### src/rtl/if_stage_fq.sv
// Instruction fetch stage with pipelined inst SRAM requests and a fetch queue.
// Optional zero-latency response bypass to ID: define FQ_BYPASS_EN.

`ifndef FS_TO_DS_BUS_WD
`define FS_TO_DS_BUS_WD 71
`endif
`ifndef ECODE_ADE
`define ECODE_ADE 6'h08
`endif

module if_stage_fq #(
    parameter int          FQ_DEPTH        = 4,
    parameter int          MAX_OUTSTANDING = 2,
    parameter logic [31:0] RESET_PC        = 32'h1c000000
) (
    input  logic                        clk,
    input  logic                        reset,
    input  logic                        ds_allowin,
    output logic                        fs_to_ds_valid,
    output logic [`FS_TO_DS_BUS_WD-1:0] fs_to_ds_bus,
    input  logic                        br_taken,
    input  logic [31:0]                 br_target,
    input  logic                        fs_flush_pipe,
    input  logic [31:0]                 ws_to_fs_bus,
    output logic [31:0]                 tr_va,
    input  logic [31:0]                 tr_pa,
    input  logic                        tr_ex,
    input  logic [5:0]                  tr_ecode,
    output logic                        inst_sram_req,
    output logic                        inst_sram_wr,
    output logic [1:0]                  inst_sram_size,
    output logic [3:0]                  inst_sram_wstrb,
    output logic [31:0]                 inst_sram_addr,
    output logic [31:0]                 inst_sram_wdata,
    input  logic                        inst_sram_addr_ok,
    input  logic                        inst_sram_data_ok,
    input  logic [31:0]                 inst_sram_rdata
);

    localparam int CW  = $clog2(MAX_OUTSTANDING + 1);
    localparam int PAW = (MAX_OUTSTANDING > 1) ? $clog2(MAX_OUTSTANDING) : 1;
    localparam int QAW = $clog2(FQ_DEPTH);
    localparam int QCW = $clog2(FQ_DEPTH + 1);
    localparam int BW  = `FS_TO_DS_BUS_WD;

    logic [31:0]    fetch_pc;
    logic           halt;
    logic [CW-1:0]  outst_cnt;
    logic [CW-1:0]  outst_next;
    logic [CW-1:0]  discard_cnt;

    logic [31:0]    pcq [MAX_OUTSTANDING];
    logic [PAW-1:0] pq_wr;
    logic [PAW-1:0] pq_rd;

    logic [BW-1:0]  fq_mem [FQ_DEPTH];
    logic [QAW-1:0] fq_wr;
    logic [QAW-1:0] fq_rd;
    logic [QCW-1:0] fq_cnt;

    logic           redirect;
    logic [31:0]    target;
    logic           misalign;
    logic           fetch_ex;
    logic [5:0]     fetch_ecode;
    logic           fq_full;
    logic           fq_empty;
    logic           outst_ok;
    logic           credit_ok;
    logic           accept;
    logic           resp;
    logic           drop;
    logic           keep;
    logic           exc_push;
    logic           bypass;
    logic           fq_push;
    logic           fq_pop;
    logic [BW-1:0]  resp_entry;
    logic [BW-1:0]  fq_wdata;

    function automatic logic [PAW-1:0] pq_inc(input logic [PAW-1:0] p);
        return (p == PAW'(MAX_OUTSTANDING - 1)) ? '0 : p + PAW'(1);
    endfunction

    assign redirect    = fs_flush_pipe | br_taken;
    assign target      = fs_flush_pipe ? ws_to_fs_bus : br_target;
    assign misalign    = fetch_pc[1:0] != 2'b00;
    assign fetch_ex    = misalign | tr_ex;
    assign fetch_ecode = misalign ? `ECODE_ADE : tr_ecode;

    assign fq_full   = fq_cnt == QCW'(FQ_DEPTH);
    assign fq_empty  = fq_cnt == '0;
    assign outst_ok  = outst_cnt < CW'(MAX_OUTSTANDING);
    // Queue slots are reserved for every in-flight request up front.
    assign credit_ok = (32'(fq_cnt) + 32'(outst_cnt)) < 32'(FQ_DEPTH);

    assign inst_sram_req   = !reset & !redirect & !halt & !fetch_ex
                           & outst_ok & credit_ok;
    assign inst_sram_wr    = 1'b0;
    assign inst_sram_size  = 2'd2;
    assign inst_sram_wstrb = 4'h0;
    assign inst_sram_wdata = 32'h0;
    assign inst_sram_addr  = tr_pa;
    assign tr_va           = fetch_pc;

    assign accept = inst_sram_req & inst_sram_addr_ok;
    assign resp   = inst_sram_data_ok & (outst_cnt != '0);
    assign drop   = resp & (redirect | (discard_cnt != '0));
    assign keep   = resp & !drop;

    assign exc_push = fetch_ex & !halt & !redirect
                    & (outst_cnt == '0) & !fq_full;

    assign resp_entry = {6'h0, 1'b0, inst_sram_rdata, pcq[pq_rd]};

`ifdef FQ_BYPASS_EN
    assign bypass = !reset & keep & fq_empty & ds_allowin;
`else
    assign bypass = 1'b0;
`endif

    assign fq_push  = (keep & !bypass) | exc_push;
    assign fq_wdata = exc_push ? {fetch_ecode, 1'b1, 32'h0, fetch_pc}
                               : resp_entry;
    assign fq_pop   = fs_to_ds_valid & ds_allowin & !fq_empty;

    assign fs_to_ds_valid = !reset & !redirect & (!fq_empty | bypass);
    assign fs_to_ds_bus   = bypass   ? resp_entry :
                            fq_empty ? '0         : fq_mem[fq_rd];

    assign outst_next = outst_cnt + CW'(accept) - CW'(resp);

    always_ff @(posedge clk) begin
        if (accept) pcq[pq_wr] <= fetch_pc;
        if (fq_push) fq_mem[fq_wr] <= fq_wdata;
    end

    always_ff @(posedge clk) begin
        if (reset) begin
            fetch_pc    <= RESET_PC;
            halt        <= 1'b0;
            outst_cnt   <= '0;
            discard_cnt <= '0;
            pq_wr       <= '0;
            pq_rd       <= '0;
            fq_wr       <= '0;
            fq_rd       <= '0;
            fq_cnt      <= '0;
        end else begin
            outst_cnt <= outst_next;
            if (accept) pq_wr <= pq_inc(pq_wr);
            if (resp) pq_rd <= pq_inc(pq_rd);
            if (redirect) begin
                // Everything still in flight belongs to the old path.
                discard_cnt <= outst_next;
                fetch_pc    <= target;
                halt        <= 1'b0;
                fq_wr       <= '0;
                fq_rd       <= '0;
                fq_cnt      <= '0;
            end else begin
                if (resp && discard_cnt != '0)
                    discard_cnt <= discard_cnt - CW'(1);
                if (accept) fetch_pc <= fetch_pc + 32'd4;
                if (exc_push) halt <= 1'b1;
                if (fq_push) fq_wr <= fq_wr + QAW'(1);
                if (fq_pop) fq_rd <= fq_rd + QAW'(1);
                fq_cnt <= fq_cnt + QCW'(fq_push) - QCW'(fq_pop);
            end
        end
    end

endmodule

### config.mk
export PLATFORM = sky130hd
export DESIGN_NAME = if_stage_fq
export DESIGN_NICKNAME = d
export VERILOG_FILES = /design/src/rtl/if_stage_fq.sv
export SDC_FILE = /design/constraint.sdc
export NUM_CORES = 1
export LEC_CHECK = 0
export CAP_MARGIN = 0
export CELL_PAD_IN_SITES_DETAIL_PLACEMENT = 1
export CELL_PAD_IN_SITES_GLOBAL_PLACEMENT = 1
export CORE_ASPECT_RATIO = 1.5
export CORE_MARGIN = 5
export CORE_UTILIZATION = 29
export DETAILED_ROUTE_END_ITERATION = 6
export GPL_TIMING_DRIVEN = 0
export PLACE_DENSITY = 0.56
export SYNTH_ARGS = -nofsm -noshare
export SYNTH_HDL_FRONTEND = slang
export SYNTH_SLANG_ARGS = --single-unit
### constraint.sdc
create_clock -name clk -period 3.7 [get_ports clk]
set_clock_uncertainty 0.15 [all_clocks]
set_input_delay 0.74 -clock clk [delete_from_list [all_inputs] [get_ports clk]]
set_output_delay 0.74 -clock clk [all_outputs]
set_load 0.05 [all_outputs]
; Word-level counts from Yosys, hierarchy flattened
; Memory sizes are Yosys's and may differ from the RTL's. A register that Yosys moved wholly into a read port is not among the register bits.
; Cells that the tools add are included.
; W data, S select, Z words.
[totals]
out_inout_bits = 176
wordCells = 79
ff_bits = 46
input_bits = 142
ramBits = 348
n_memories = 2
[op_classes]
n_lt_le_gt_ge = 2
n_addsub = 11
n_bitwise = 20
n_eq_ne = 1
mux = 18
reduce_logical = 16
[memory_table]
columns = memory, depth, width, read_ports, rd_ports_with_merged_regs, write_ports, line_no
row1 = fq_mem, 4, 71, 1, 1, 1, 56  ; logic [BW-1:0] fq_mem [FQ_DEPTH];
row2 = pcq, 2, 32, 1, 1, 1, 52  ; logic [31:0] pcq [MAX_OUTSTANDING];
[op_table]
columns = op, n
row1 = $mux W71, 2
row2 = $mux W32, 3
row3 = $add A32 B3 Y32 const B, 1
row4 = $and A1 B1 Y1, 16
row5 = $reduce_bool A2 Y1, 5
row6 = $mux W1, 8
row7 = $mux W2, 4
row8 = $logic_not A1 Y1, 7
row9 = $mux W6, 1
row10 = $add A2 B1 Y2 const B, 2
row11 = $add A3 B2 Y4, 1
row12 = $lt A4 B3 Y1 const B, 1
row13 = $or A1 B1 Y1, 4
row14 = $add A3 B1 Y3, 1
row15 = $eq A3 B3 Y1 const B, 1
row16 = $logic_not A3 Y1, 1
row17 = $sub A3 B1 Y3, 1
row18 = $add A1 B1 Y1 const B, 2
row19 = $add A2 B1 Y2, 1
row20 = $logic_not A2 Y1, 1
row21 = $lt A2 B2 Y1 const B, 1
row22 = $reduce_or A2 Y1, 1
row23 = $sub A2 B1 Y2, 1
row24 = $sub A2 B1 Y2 const B, 1
row25 = $logic_and A1 B1 Y1, 1

; Longest topological paths before layout
[logic_depth]
depth_word = 11
ltp_mapped = 15
ltp_nobuf = 13

; Least setup slack after synthesis
; OpenSTA, ideal clock, no wires.
[synth_path]
kind = reg-to-reg
startpoint = reg fetch_pc[1] (netlist: tr_va[1])
endpoint = mem fq_mem[1][0] in the netlist's numbering (enable)
t_arrival_ns = 3.145
setup_time_ns = 0.437
slack_ns = -0.032
path_stages_with_launch = 5
path_buffers = 0
required_time_ns = 3.113
path_cell_list = dfxtp_1 nor3_2 a211o_1 a21oi_2 and2_1
[synth_via]
elab_chain_len = 9
[synth_rtl]
columns = item, line_no
row1 = "start, declared", 46  ; logic [31:0] fetch_pc;
row2 = "start signal, assigned", 156  ; fetch_pc <= target;
row3 = "start signal, assigned", 164  ; if (accept) fetch_pc <= fetch_pc + 32'd4;
row4 = $reduce_bool A2 Y1, 87  ; assign misalign = fetch_pc[1:0] != 2'b00;
row5 = $or A1 B1 Y1, 88  ; assign fetch_ex = misalign | tr_ex;
row6 = $and A1 B1 Y1 (2 in a row), 111  ; assign exc_push = fetch_ex & !halt & !redirect
row7 = $and A1 B1 Y1 (2 in a row), 112  ; & (outst_cnt == '0) & !fq_full;
row8 = $or A1 B1 Y1, 122  ; assign fq_push = (keep & !bypass) | exc_push;
row9 = $mux W1, 135  ; if (fq_push) fq_mem[fq_wr] <= fq_wdata;
row10 = $mux W1 (implied by the code), 135
row11 = "end, declared", 56
; No other way between the ends.

; Worst setup path after layout
[layout_path]
startpoint = in br_taken
endpoint = out fs_to_ds_valid
[layout_via]
elab_chain_len = 4
[layout_rtl]
columns = item, line_no
row1 = "start, declared", 21  ; input logic br_taken,
row2 = $or A1 B1 Y1, 85  ; assign redirect = fs_flush_pipe | br_taken;
row3 = $logic_not A1 Y1, 127  ; assign fs_to_ds_valid = !reset & !redirect & (!fq_empty | bypass);
row4 = $and A1 B1 Y1 (2 in a row), 127
row5 = "end, declared", 19  ; output logic fs_to_ds_valid,
; No other way between the ends.

==> Implementation_results.wiki <==
{| class="wikitable"
! Metric !! Value
|-
| Antenna Violating Nets Remaining || 0
|-
| Total Die Area || 64900 um^2
|-
| Clock insertion delay at the later pin of the skew report || 0.54 ns
|-
| Number of enable flip-flop cells after synthesis || 348
|-
| FF+latch count, synth || 397
|-
| First-pass detailed-route iteration total || 4
|-
| Synthesized area divided by synthesized cell count || 14.8 um^2
|-
| Global-route wire length before repair || 74.7 mm
|-
| Number of placed cells counting well taps || 2238
|-
| Share of the clock period used by the worst path || 98.2%
|-
| Number of global-route vias before repair || 12200
|-
| Count of buffers from port buffering || 245
|-
| Starting Density || 29.3%
|-
| Clk sinks || 397
|-
| Cell type with the largest total area after synthesis || edfxtp_1
|-
| Class of the tightest hold or removal check || reg -> reg
|-
| Post-detailed-route DRC marker count || 0
|-
| Total global-route track usage || 15.0%
|-
| Starting DRT DRC Count || 482
|-
| Leakage power figure || 7.77 nW
|-
| Half-perimeter wire length after detailed placement || 36.8 mm
|-
| Aggregate global routing overflow || 0
|-
| Outcome || complete, no violations
|-
| Tightest Pin Transition || 0.821 ns
|-
| FMAX || 0.275 GHz
|-
| Tmin final || 3.63 ns
|-
| Last weighted congestion value of the routability-driven placer || 0.781
|-
| Area share of the largest cell type after synthesis || 60.2%
|-
| Post-layout instance area || 22300 um^2
|-
| Worst slack at placement || -1.15 ns
|-
| Core Footprint || 59200 um^2
|-
| Hold Violations, Final || 0
|-
| Final Non-Filler Cells || 2303
|-
| Clock root cell || clkbuf_16
|-
| Clock H-tree levels || 2
|-
| Maximum number of pins on one net before global-route repair || 44
|-
| Largest fanout on the critical path || 10
|-
| Worst hold-check slack || 0.338 ns
|-
| Count of cell types in the netlist || 71
|-
| Endpoint class of the critical path || output pin
|-
| Maxcap violations || 0
|-
| Setup TNS || 0 ns
|-
| Category of the critical setup timing path || in -> out
|-
| Share of async-settable or async-resettable flops after synthesis || 0%
|-
| Commonest non-fill, non-tap cell in the layout || edfxtp_1
|-
| Power per Cell Area || 492 nW/um^2
|-
| Setup Viol. Count Final || 0
|-
| Data required time of the critical path || 2.81 ns
|-
| Final worst setup slack || 0.0670 ns
|-
| Flop2flop setup slack || 0.45 ns
|-
| Average detailed-routed wire length per instance || 21.7 um
|-
| Power consumption || 11.0 mW
|-
| Number of cells produced by synthesis || 1173
|-
| Clock transition at the registers of the reported paths || 0.06 ns
|-
| FP Rows || 109
|-
| Io pins || 318
|-
| DRT Wirelength || 49.9 mm
|-
| Max transition margin || 45.2%
|-
| Dpl cell area || 21100 um^2
|-
| Vias || 10700
|-
| Clock tree from TritonCTS || done
|-
| Number of buffers on the longest clock path || 3
|-
| NumNets Final || 1653
|-
| Fillers || 6175
|-
| Setup repair after global routing missed its margin || false
|-
| IR Drop Worst-Case VDD || 375 uV
|-
| Most frequent cells in the layout || edfxtp_1, clkdlybuf4s50_1, nand2_1, buf_4, and2_1
|-
| Final antenna diode count || 0
|-
| Total CTS buffers || 39
|-
| Share of final-layout standard cells stronger than drive strength 1 || 17.8%
|-
| End-of-flow core utilization || 37.7%
|-
| Die outline height || 310 um
|-
| Top cells by area, synth || edfxtp_1, mux4_2, dfxtp_1
|-
| Final number of max-transition violations || 0
|-
| Number of antenna violations at the first check in global routing || 1
|-
| Die boundary width || 210 um
|-
| Top FF cell, synth || edfxtp_1
|-
| Share of synthesized area occupied by flip-flops and latches || 65.9%
|-
| Number of warnings reported in the yosys synthesis log || 0
|-
| Ratio of routed vias to standard cells || 4.66
|-
| Cell Area, Synth || 17400 um^2
|-
| Startpoint types || primary input
|-
| Area growth, synth to finish || 28.5%
|-
| Critical path arrival || 2.74 ns
|}
[report_power, final]
part	internal (mW)	switching [mW]
Sequential	5.23	0.113
Clock	2.21	1.71
Combinational	0.636	1.08
Total	8.08	2.90
[worst paths after layout]
| path | startpoint | to | cells past startpoint |
|---|---|---|---|
| min reg2reg | tr_va[17] | pcq[1][17] | 0 |
| max | br_taken | fs_to_ds_valid | 7 |
| min | tr_va[17] | pcq[1][17] | 0 |
| max reg2reg | tr_va[0] | discard_cnt[1] | 14 |
[critical path: stages]
cell and delay [ns]:
clkdlybuf4s50_1 0.46, buf_2 0.26, nor2_1 0.20, clkbuf_4 0.27
clkbuf_8 0.22, and3_1 0.20, clkdlybuf4s15_2 0.39
[layer usage]
metal | vias up | routed length, um | track usage [%] | share of wire (%)
met5 | - | 0 | 0 | 0
met4 | 0 | 1530 | 4.81 | 3.1
met3 | 83 | 2720 | 3.25 | 5.4
met2 | 330 | 27000 | 29.1 | 54
met1 | 5353 | 18700 | 16.2 | 37
li1 | 4971 | - | - | -
[flip-flops by register name, summed over array words and instances (netlist names), named ones only]
signal and count:
fq_mem 284, halt 1, tr_va 32, outst_cnt 2, fq_wr 2, pq_rd 1, discard_cnt 2, pq_wr 1
fq_rd 2, fq_cnt 3, pcq 64
[final cells by class]
cell class | instances | area [um^2] | area share [%]
plain buffers | 135 | 862 | 3.87
clock buffers | 47 | 1030 | 4.61
clock inverters | 21 | 214 | 0.959
inverters | 21 | 78.8 | 0.353
multi-input cells | 654 | 5190 | 23.3
flip-flops and latches | 397 | 11400 | 51.3
well taps | 777 | 972 | 4.36
repair buffers | 251 | 2530 | 11.3
[synthesized netlist by cell type (3+ instances only)]
library cell	n
a211oi_1	8
a21oi_1	38
a31oi_1	3
and2_1	84
and3_1	9
and4_1	4
buf_1	8
buf_2	14
buf_4	71
buf_6	3
clkbuf_1	40
dfxtp_1	49
edfxtp_1	348
ha_1	11
inv_1	19
mux2i_1	39
mux4_2	71
nand2_1	80
nand2b_1	5
nand3_1	21
nand4_1	8
nor2_1	47
nor2b_1	35
nor3_1	16
nor4_1	4
nor4_4	3
o21a_1	5
o21ai_0	53
o31a_1	3
o31ai_1	5
or3_1	3
xnor2_1	9
xor2_1	7
[cells by family after synthesis]
family,Yosys count,share of synthesized area [%]
mux,111,11.5
buf+inv,159,5.22
compound gates,146,5.26
xor+xnor,16,0.807
fa+ha+maj,12,0.908
simple gates,330,10.4
flops,397,65.9
other cells,2,0.0433
[timing repair]
action | CTS | global route
setup endpoints to repair | 73 | 3
hold buffers | 0 | 0
gates resized for setup | 118 | 3
buffers inserted | 0 | 0
cloned | 0 | 0
Note: power is estimated with default switching activity, not from simulation.
